--- config.mk ---
export PLATFORM = sky130hd
export DESIGN_NAME = aes_req_arbiter
export DESIGN_NICKNAME = d
export VERILOG_FILES = /design/src/rtl/aes_ctrl_pkg.sv /design/src/rtl/aes_rr_picker.sv /design/src/rtl/aes_req_arbiter.sv
export SDC_FILE = /design/constraint.sdc
export NUM_CORES = 1
export LEC_CHECK = 0
export CELL_PAD_IN_SITES_DETAIL_PLACEMENT = 1
export CELL_PAD_IN_SITES_GLOBAL_PLACEMENT = 1
export CORE_AREA = 2 2 401 403
export DETAILED_ROUTE_END_ITERATION = 8
export DIE_AREA = 0 0 403 405
export PLACE_DENSITY_LB_ADDON = 0.1
export SYNTH_ARGS = -nofsm -noshare
export SYNTH_HDL_FRONTEND = slang
export SYNTH_SLANG_ARGS = --single-unit
--- constraint.sdc ---
create_clock -name clk -period 1.81 [get_ports clk]
set_input_delay 0.2715 -clock clk [delete_from_list [all_inputs] [get_ports clk]]
set_output_delay 0.2715 -clock clk [all_outputs]
set_load 0.05 [all_outputs]
--- src/rtl/aes_ctrl_pkg.sv ---
// Shared types and constants for the AES request arbiter.
package aes_ctrl_pkg;

    localparam int AES_BLOCK_W = 128;
    localparam int AES_KEY_W   = 128;

    localparam logic AES_MODE_ENC = 1'b0;
    localparam logic AES_MODE_DEC = 1'b1;

    // Arbiter sequencing states.
    typedef enum logic [1:0] {
        ARB_IDLE  = 2'd0,
        ARB_ISSUE = 2'd1,
        ARB_WAIT  = 2'd2,
        ARB_RESP  = 2'd3
    } aes_arb_state_e;

endpackage

--- src/rtl/aes_rr_picker.sv ---
// Combinational round-robin picker: first valid requester found searching
// upward from i_rr_ptr with wrap-around. Outputs one-hot grant and its index.
module aes_rr_picker #(
    parameter int NUM_REQ = 2,
    parameter int IDX_W   = (NUM_REQ > 1) ? $clog2(NUM_REQ) : 1
) (
    input  logic [NUM_REQ-1:0] i_req_valid,
    input  logic [IDX_W-1:0]   i_rr_ptr,
    output logic [NUM_REQ-1:0] o_grant,
    output logic [IDX_W-1:0]   o_grant_idx,
    output logic               o_any
);

    // Candidate index for each search step, already wrapped into range.
    logic [IDX_W-1:0] w_idx [NUM_REQ];

    for (genvar k = 0; k < NUM_REQ; k++) begin : g_idx
        assign w_idx[k] = IDX_W'((int'(i_rr_ptr) + k) % NUM_REQ);
    end

    // Take the first valid candidate in search order.
    always_comb begin
        o_grant     = '0;
        o_grant_idx = '0;
        o_any       = 1'b0;
        for (int k = 0; k < NUM_REQ; k++) begin
            if (!o_any && i_req_valid[w_idx[k]]) begin
                o_any                = 1'b1;
                o_grant[w_idx[k]]    = 1'b1;
                o_grant_idx          = w_idx[k];
            end
        end
    end

endmodule

--- src/rtl/aes_req_arbiter.sv ---
// Shares one aes_core between NUM_REQ requesters. Round-robin arbitration in
// IDLE, one-cycle core_start in ISSUE, wait for core_done in WAIT, hold the
// response in RESP until the granted requester takes it.
// Handshakes: a transfer happens on a cycle where valid and ready are both
// high; req_ready is only offered in IDLE, resp_valid is held (with stable
// resp_data/resp_err) until resp_ready of the granted requester is seen.
// Optional watchdog in WAIT: define AES_REQ_ARB_TIMEOUT_EN.
module aes_req_arbiter
    import aes_ctrl_pkg::*;
#(
    parameter int NUM_REQ        = 2,
    parameter int TIMEOUT_CYCLES = 16
) (
    input  logic                           clk,
    input  logic                           rst_n,
    input  logic [NUM_REQ-1:0]             req_valid,
    output logic [NUM_REQ-1:0]             req_ready,
    input  logic [NUM_REQ-1:0]             req_mode,
    input  logic [NUM_REQ*AES_KEY_W-1:0]   req_key,
    input  logic [NUM_REQ*AES_BLOCK_W-1:0] req_block,
    output logic [NUM_REQ-1:0]             resp_valid,
    input  logic [NUM_REQ-1:0]             resp_ready,
    output logic [AES_BLOCK_W-1:0]         resp_data,
    output logic                           resp_err,
    output logic                           busy,
    output logic                           core_start,
    output logic                           core_mode,
    output logic [AES_KEY_W-1:0]           core_key,
    output logic [AES_BLOCK_W-1:0]         core_block_in,
    input  logic [AES_BLOCK_W-1:0]         core_block_out,
    input  logic                           core_done,
    output aes_arb_state_e                 dbg_state
);

    localparam int IDX_W = (NUM_REQ > 1) ? $clog2(NUM_REQ) : 1;

    if (NUM_REQ < 2 || NUM_REQ > 4) begin : g_bad_num_req
        $error("aes_req_arbiter: NUM_REQ must be 2..4");
    end
    if (TIMEOUT_CYCLES < 1) begin : g_bad_timeout
        $error("aes_req_arbiter: TIMEOUT_CYCLES must be >= 1");
    end

    aes_arb_state_e r_state;
    aes_arb_state_e w_next_state;

    logic [IDX_W-1:0]       r_rr_ptr;
    logic [IDX_W-1:0]       r_gnt_idx;
    logic [AES_KEY_W-1:0]   r_key;
    logic [AES_BLOCK_W-1:0] r_block;
    logic                   r_mode;
    logic [AES_BLOCK_W-1:0] r_resp_data;

    logic [NUM_REQ-1:0]     w_grant;
    logic [IDX_W-1:0]       w_grant_idx;
    logic                   w_any;
    logic                   w_accept;
    logic                   w_done_in_wait;
    logic                   w_timeout;
    logic [IDX_W-1:0]       w_next_ptr;

    logic [AES_KEY_W-1:0]   w_key_arr   [NUM_REQ];
    logic [AES_BLOCK_W-1:0] w_block_arr [NUM_REQ];

    for (genvar i = 0; i < NUM_REQ; i++) begin : g_unpack
        assign w_key_arr[i]   = req_key[i*AES_KEY_W +: AES_KEY_W];
        assign w_block_arr[i] = req_block[i*AES_BLOCK_W +: AES_BLOCK_W];
    end

    aes_rr_picker #(
        .NUM_REQ (NUM_REQ),
        .IDX_W   (IDX_W)
    ) u_picker (
        .i_req_valid (req_valid),
        .i_rr_ptr    (r_rr_ptr),
        .o_grant     (w_grant),
        .o_grant_idx (w_grant_idx),
        .o_any       (w_any)
    );

    assign w_accept       = (r_state == ARB_IDLE) && w_any;
    assign w_done_in_wait = (r_state == ARB_WAIT) && core_done;
    assign w_next_ptr     = (w_grant_idx == IDX_W'(NUM_REQ - 1)) ? '0
                                                                 : w_grant_idx + IDX_W'(1);

`ifdef AES_REQ_ARB_TIMEOUT_EN
    localparam int CNT_W = $clog2(TIMEOUT_CYCLES + 1);
    logic [CNT_W-1:0] r_wd_cnt;
    logic             r_resp_err;

    // Watchdog: zero on the first WAIT cycle, +1 per WAIT cycle. It fires on
    // the TIMEOUT_CYCLES-th WAIT cycle so RESP lands exactly TIMEOUT_CYCLES
    // cycles after WAIT was entered. A done in that same cycle takes priority.
    always_ff @(posedge clk or negedge rst_n) begin
        if (!rst_n) begin
            r_wd_cnt <= '0;
        end else if (r_state == ARB_ISSUE) begin
            r_wd_cnt <= '0;
        end else if (r_state == ARB_WAIT) begin
            r_wd_cnt <= r_wd_cnt + CNT_W'(1);
        end
    end

    assign w_timeout = (r_state == ARB_WAIT) && !core_done &&
                       (r_wd_cnt == CNT_W'(TIMEOUT_CYCLES - 1));

    // Error flag: cleared by a real result, set by a watchdog expiry.
    always_ff @(posedge clk or negedge rst_n) begin
        if (!rst_n) begin
            r_resp_err <= 1'b0;
        end else if (w_done_in_wait) begin
            r_resp_err <= 1'b0;
        end else if (w_timeout) begin
            r_resp_err <= 1'b1;
        end
    end

    assign resp_err = r_resp_err;
`else
    assign w_timeout = 1'b0;
    assign resp_err  = 1'b0;
`endif

    // State register.
    always_ff @(posedge clk or negedge rst_n) begin
        if (!rst_n) begin
            r_state <= ARB_IDLE;
        end else begin
            r_state <= w_next_state;
        end
    end

    // Next-state logic.
    always_comb begin
        w_next_state = r_state;
        unique case (r_state)
            ARB_IDLE:  if (w_any) w_next_state = ARB_ISSUE;
            ARB_ISSUE: w_next_state = ARB_WAIT;
            ARB_WAIT:  if (core_done || w_timeout) w_next_state = ARB_RESP;
            ARB_RESP:  if (resp_ready[r_gnt_idx]) w_next_state = ARB_IDLE;
            default:   w_next_state = ARB_IDLE;
        endcase
    end

    // Latch the winner's request and advance the round-robin pointer on accept.
    always_ff @(posedge clk or negedge rst_n) begin
        if (!rst_n) begin
            r_key     <= '0;
            r_block   <= '0;
            r_mode    <= AES_MODE_ENC;
            r_gnt_idx <= '0;
            r_rr_ptr  <= '0;
        end else if (w_accept) begin
            r_key     <= w_key_arr[w_grant_idx];
            r_block   <= w_block_arr[w_grant_idx];
            r_mode    <= req_mode[w_grant_idx];
            r_gnt_idx <= w_grant_idx;
            r_rr_ptr  <= w_next_ptr;
        end
    end

    // Capture the core result (or zero on watchdog expiry) for the response.
    always_ff @(posedge clk or negedge rst_n) begin
        if (!rst_n) begin
            r_resp_data <= '0;
        end else if (w_done_in_wait) begin
            r_resp_data <= core_block_out;
        end else if (w_timeout) begin
            r_resp_data <= '0;
        end
    end

    assign req_ready     = (r_state == ARB_IDLE) ? w_grant : '0;
    assign resp_valid    = (r_state == ARB_RESP) ? (NUM_REQ'(1) << r_gnt_idx) : '0;
    assign resp_data     = r_resp_data;
    assign busy          = (r_state != ARB_IDLE);
    assign core_start    = (r_state == ARB_ISSUE);
    assign core_mode     = r_mode;
    assign core_key      = r_key;
    assign core_block_in = r_block;
    assign dbg_state     = r_state;

endmodule

==> results.yml <==
outcome:
  status: "complete, but fails checks"
  violations: "setup timing"
timing:
  fmax_ghz: 0.474
  setup_ws_ns: -0.301
  period_minus_slack_ns: 2.11
  hold_violations: 0
  final_max_slew_viol_count: 0
  setup_viol: 377
  skew_ns: 0.0182
  period_share: 1.17
  rsz0062_at_grt: "yes"
synthesis:
  synth.distinct_cells: 24
  synth_seq_cells: 389
  yosysWarnings: 0
  synth_cells: 1187
  syn_area_per_cell_um2: 13.7
  syn_area_um2: 16300
  syn-num-nets: 1840
  synth.yosys.seq_area_share: 0.598
worst_setup_path:
  cp_common_cell: "buf_6"
  max_stage_delay_ns: 0.41
  worst-path-max-fanout: 3
  crit_chain: "buf_4 > buf_6 > buf_6 > ha_4 > nor2b_4 > buf_12"
  crit_type: "flip-flop to output pin"
  startpoint: "dbg_state[1]"
  crit_path_end_kind: "output pin"
  cp-start-kind: "flip-flop"
  ff2ff_setup_slack_ns: -0.26
  ff2ff_path_depth: 10
  required_ns: 1.54
  r2r_start: "dbg_state[1]"
  critPathSlowestCell: "dfrtp_2"
  crit_arrival_ns: 1.84
  reg2reg_to: "core_block_in[75]"
clock_network:
  clock_latency_ns: 0.65
  htree_levels: 2
  cts.sinks: 389
  cts_tree: "yes"
  cts_buffer_depth: 3
  clkSlewWorstSetupHoldPaths_ns: 0.07
  cts_root_buf: "clkbuf_16"
  numCtsBuffers: 57
routing:
  antenna_left: 0
  drt_iter0_markers: 667
  first_pass_iters: 5
  num_vias: 16141
  detail_route.vias_per_cell: 3.61
  route.detailed.drc: 0
  wl_mm: 116
  wl_per_cell_um: 25.9
cells_and_area:
  multi_input_area_um2: 6990
  drive_gt1_frac: 0.430
  area.growth.synth_to_final_pct: 107
  final_area_um2: 33700
  final_common_cell: "clkdlybuf4s50_1"
  nFillCells: 17663
  final_nets: 2991
  seq_area_um2: 9740
  final_cell_mix: "clkdlybuf4s50_1, buf_4, dfrtp_1, a221o_1, and3_4"
placement:
  portBuffers: 1041
  hpwl_mm: 83.9
  place_congestion: 0.760
  dpl_worst_slack_ns: -0.327
  dpl_cell_area_um2: 29400
floorplanning:
  dieArea_um2: 163000
  io_pins: 1043
  start_util: 0.102
  core_area_um2: 159000
  rows: 147
  fp.dieW_um: 403
  die_y_um: 405
pwr:
  power.density_nw_per_um2: 1990
  max-vdd-ir-drop_uv: 776
  p_leak_uw: 0.0141
global_route:
  grt-ovfl-total: 0
  grt_pass1_wl_mm: 147
  grt_max_degree: 95
  antenna_found_initial: 39
  track_usage: 0.127
  grt_pass1_vias: 17979
min_path:
  hold_path_class: "input pin to asynchronous set/reset pin"
flow_run:
  maxCapViolCount: 0
kinds of logic after synthesis:
| logic type | Yosys count | share of synthesized area |
|---|---|---|
| muxes | 130 | 0.0898 |
| AOI/OAI and AO/OA | 263 | 0.161 |
| buffers and inverters | 133 | 0.0462 |
| other | 1 | 0.000230 |
| and+or+nand+nor | 267 | 0.102 |
| adders and majority gates | 4 | 0.00307 |
| DFF | 389 | 0.598 |
how the worst max path moves through the flow:
stage / cells after the start / slack [ns] / endpoint
after CTS: 6 / -0.36 / req_ready[0]
after detailed placement: 7 / -0.33 / core_block_in[41]
after global placement: 8 / -0.31 / core_block_in[56]
after global routing: 6 / -0.40 / req_ready[1]
after floorplan: 6 / -0.02 / resp_data[100]
final: 6 / -0.30 / resp_valid[0]
registers in the layout, summed over array words and instances, names as in the netlist:
name / flops
dbg_state: 2
core_mode: 1
resp_data: 128
core_block_in: 128
r_rr_ptr: 1
r_gnt_idx: 1
core_key: 128
Yosys cell counts:
master | instances | share of area
a21o_1 | 2 | 0.00092
a21oi_2 | 1 | 0.00054
a221o_1 | 257 | 0.16
a222oi_1 | 1 | 0.00061
a2bb2oi_1 | 1 | 0.00054
and2_1 | 2 | 0.00077
and2_4 | 1 | 0.00054
and3_1 | 257 | 0.099
buf_1 | 8 | 0.0018
buf_2 | 41 | 0.013
buf_4 | 2 | 0.00092
buf_6 | 26 | 0.018
clkbuf_1 | 51 | 0.012
conb_1 | 1 | 0.00023
dfrtp_1 | 389 | 0.60
ha_1 | 4 | 0.0031
inv_1 | 5 | 0.0012
mux2_2 | 129 | 0.089
mux2i_1 | 1 | 0.00061
nand2_1 | 3 | 0.00069
nand2_2 | 1 | 0.00038
nor2_1 | 2 | 0.00046
nor2b_1 | 1 | 0.00038
o21ai_2 | 1 | 0.00054
report_power, final:
group          internal (uW)  switching, uW  leakage [uW]
Combinational          15100          25100       0.00850
Sequential             13000           2770       0.00475
Clock                   6360           4570      0.000866
Total                  34500          32400        0.0141
timing repair:
| item | CTS | global route |
|---|---|---|
| pin swaps | 3 | 17 |
| gates cloned | 3 | 40 |
| endpoints found under the setup margin | 81 | 306 |
| hold buffers | 1 | 0 |
| hold endpoints to repair | 259 | 0 |
| resized for setup | 251 | 222 |
| buffers inserted | 14 | 14 |
metrics by stage:
stage,util,TNS (ns),power (uW),hold WS [ns],cells
after floorplan,-,-6.96,38100,-0.0241,1187
after global routing,0.211,-75.81,70300,0.123,4469
after global placement,0.184,-61.56,53400,0.220,4294
after detailed placement,0.184,-62.84,53700,0.233,4294
after CTS,0.198,-8.09,65600,0.105,4407
final,0.211,-49.98,66900,0.151,4475
worst max-delay path: cells and delay by family, from the launching register on:
kind,cells,cell delay (ns)
flops,1,0.41
simple gates,1,0.13
fa+ha+maj,1,0.16
buf+inv,4,0.51
routing by layer:
metal | routed length, um | track usage | share of wire | up-vias
met5 | 236 | 0 | 0.0020 | -
met1 | 43100 | 0.136 | 0.37 | 8234
met4 | 2420 | 0.0299 | 0.021 | 34
met3 | 9770 | 0.0503 | 0.084 | 156
li1 | - | - | - | 7037
met2 | 60200 | 0.231 | 0.52 | 680
layout make-up:
type                       instances  share of cell area
timing repair buffer            1220               0.372
sequential                       389               0.289
multi-input combinational        665               0.208
tap                             2086              0.0775
clock buffer                      84              0.0489
clock inverter                    12             0.00338
antenna                           14             0.00104
inverter                           5            0.000557
No activity file was read; power rests on OpenSTA's default activity.
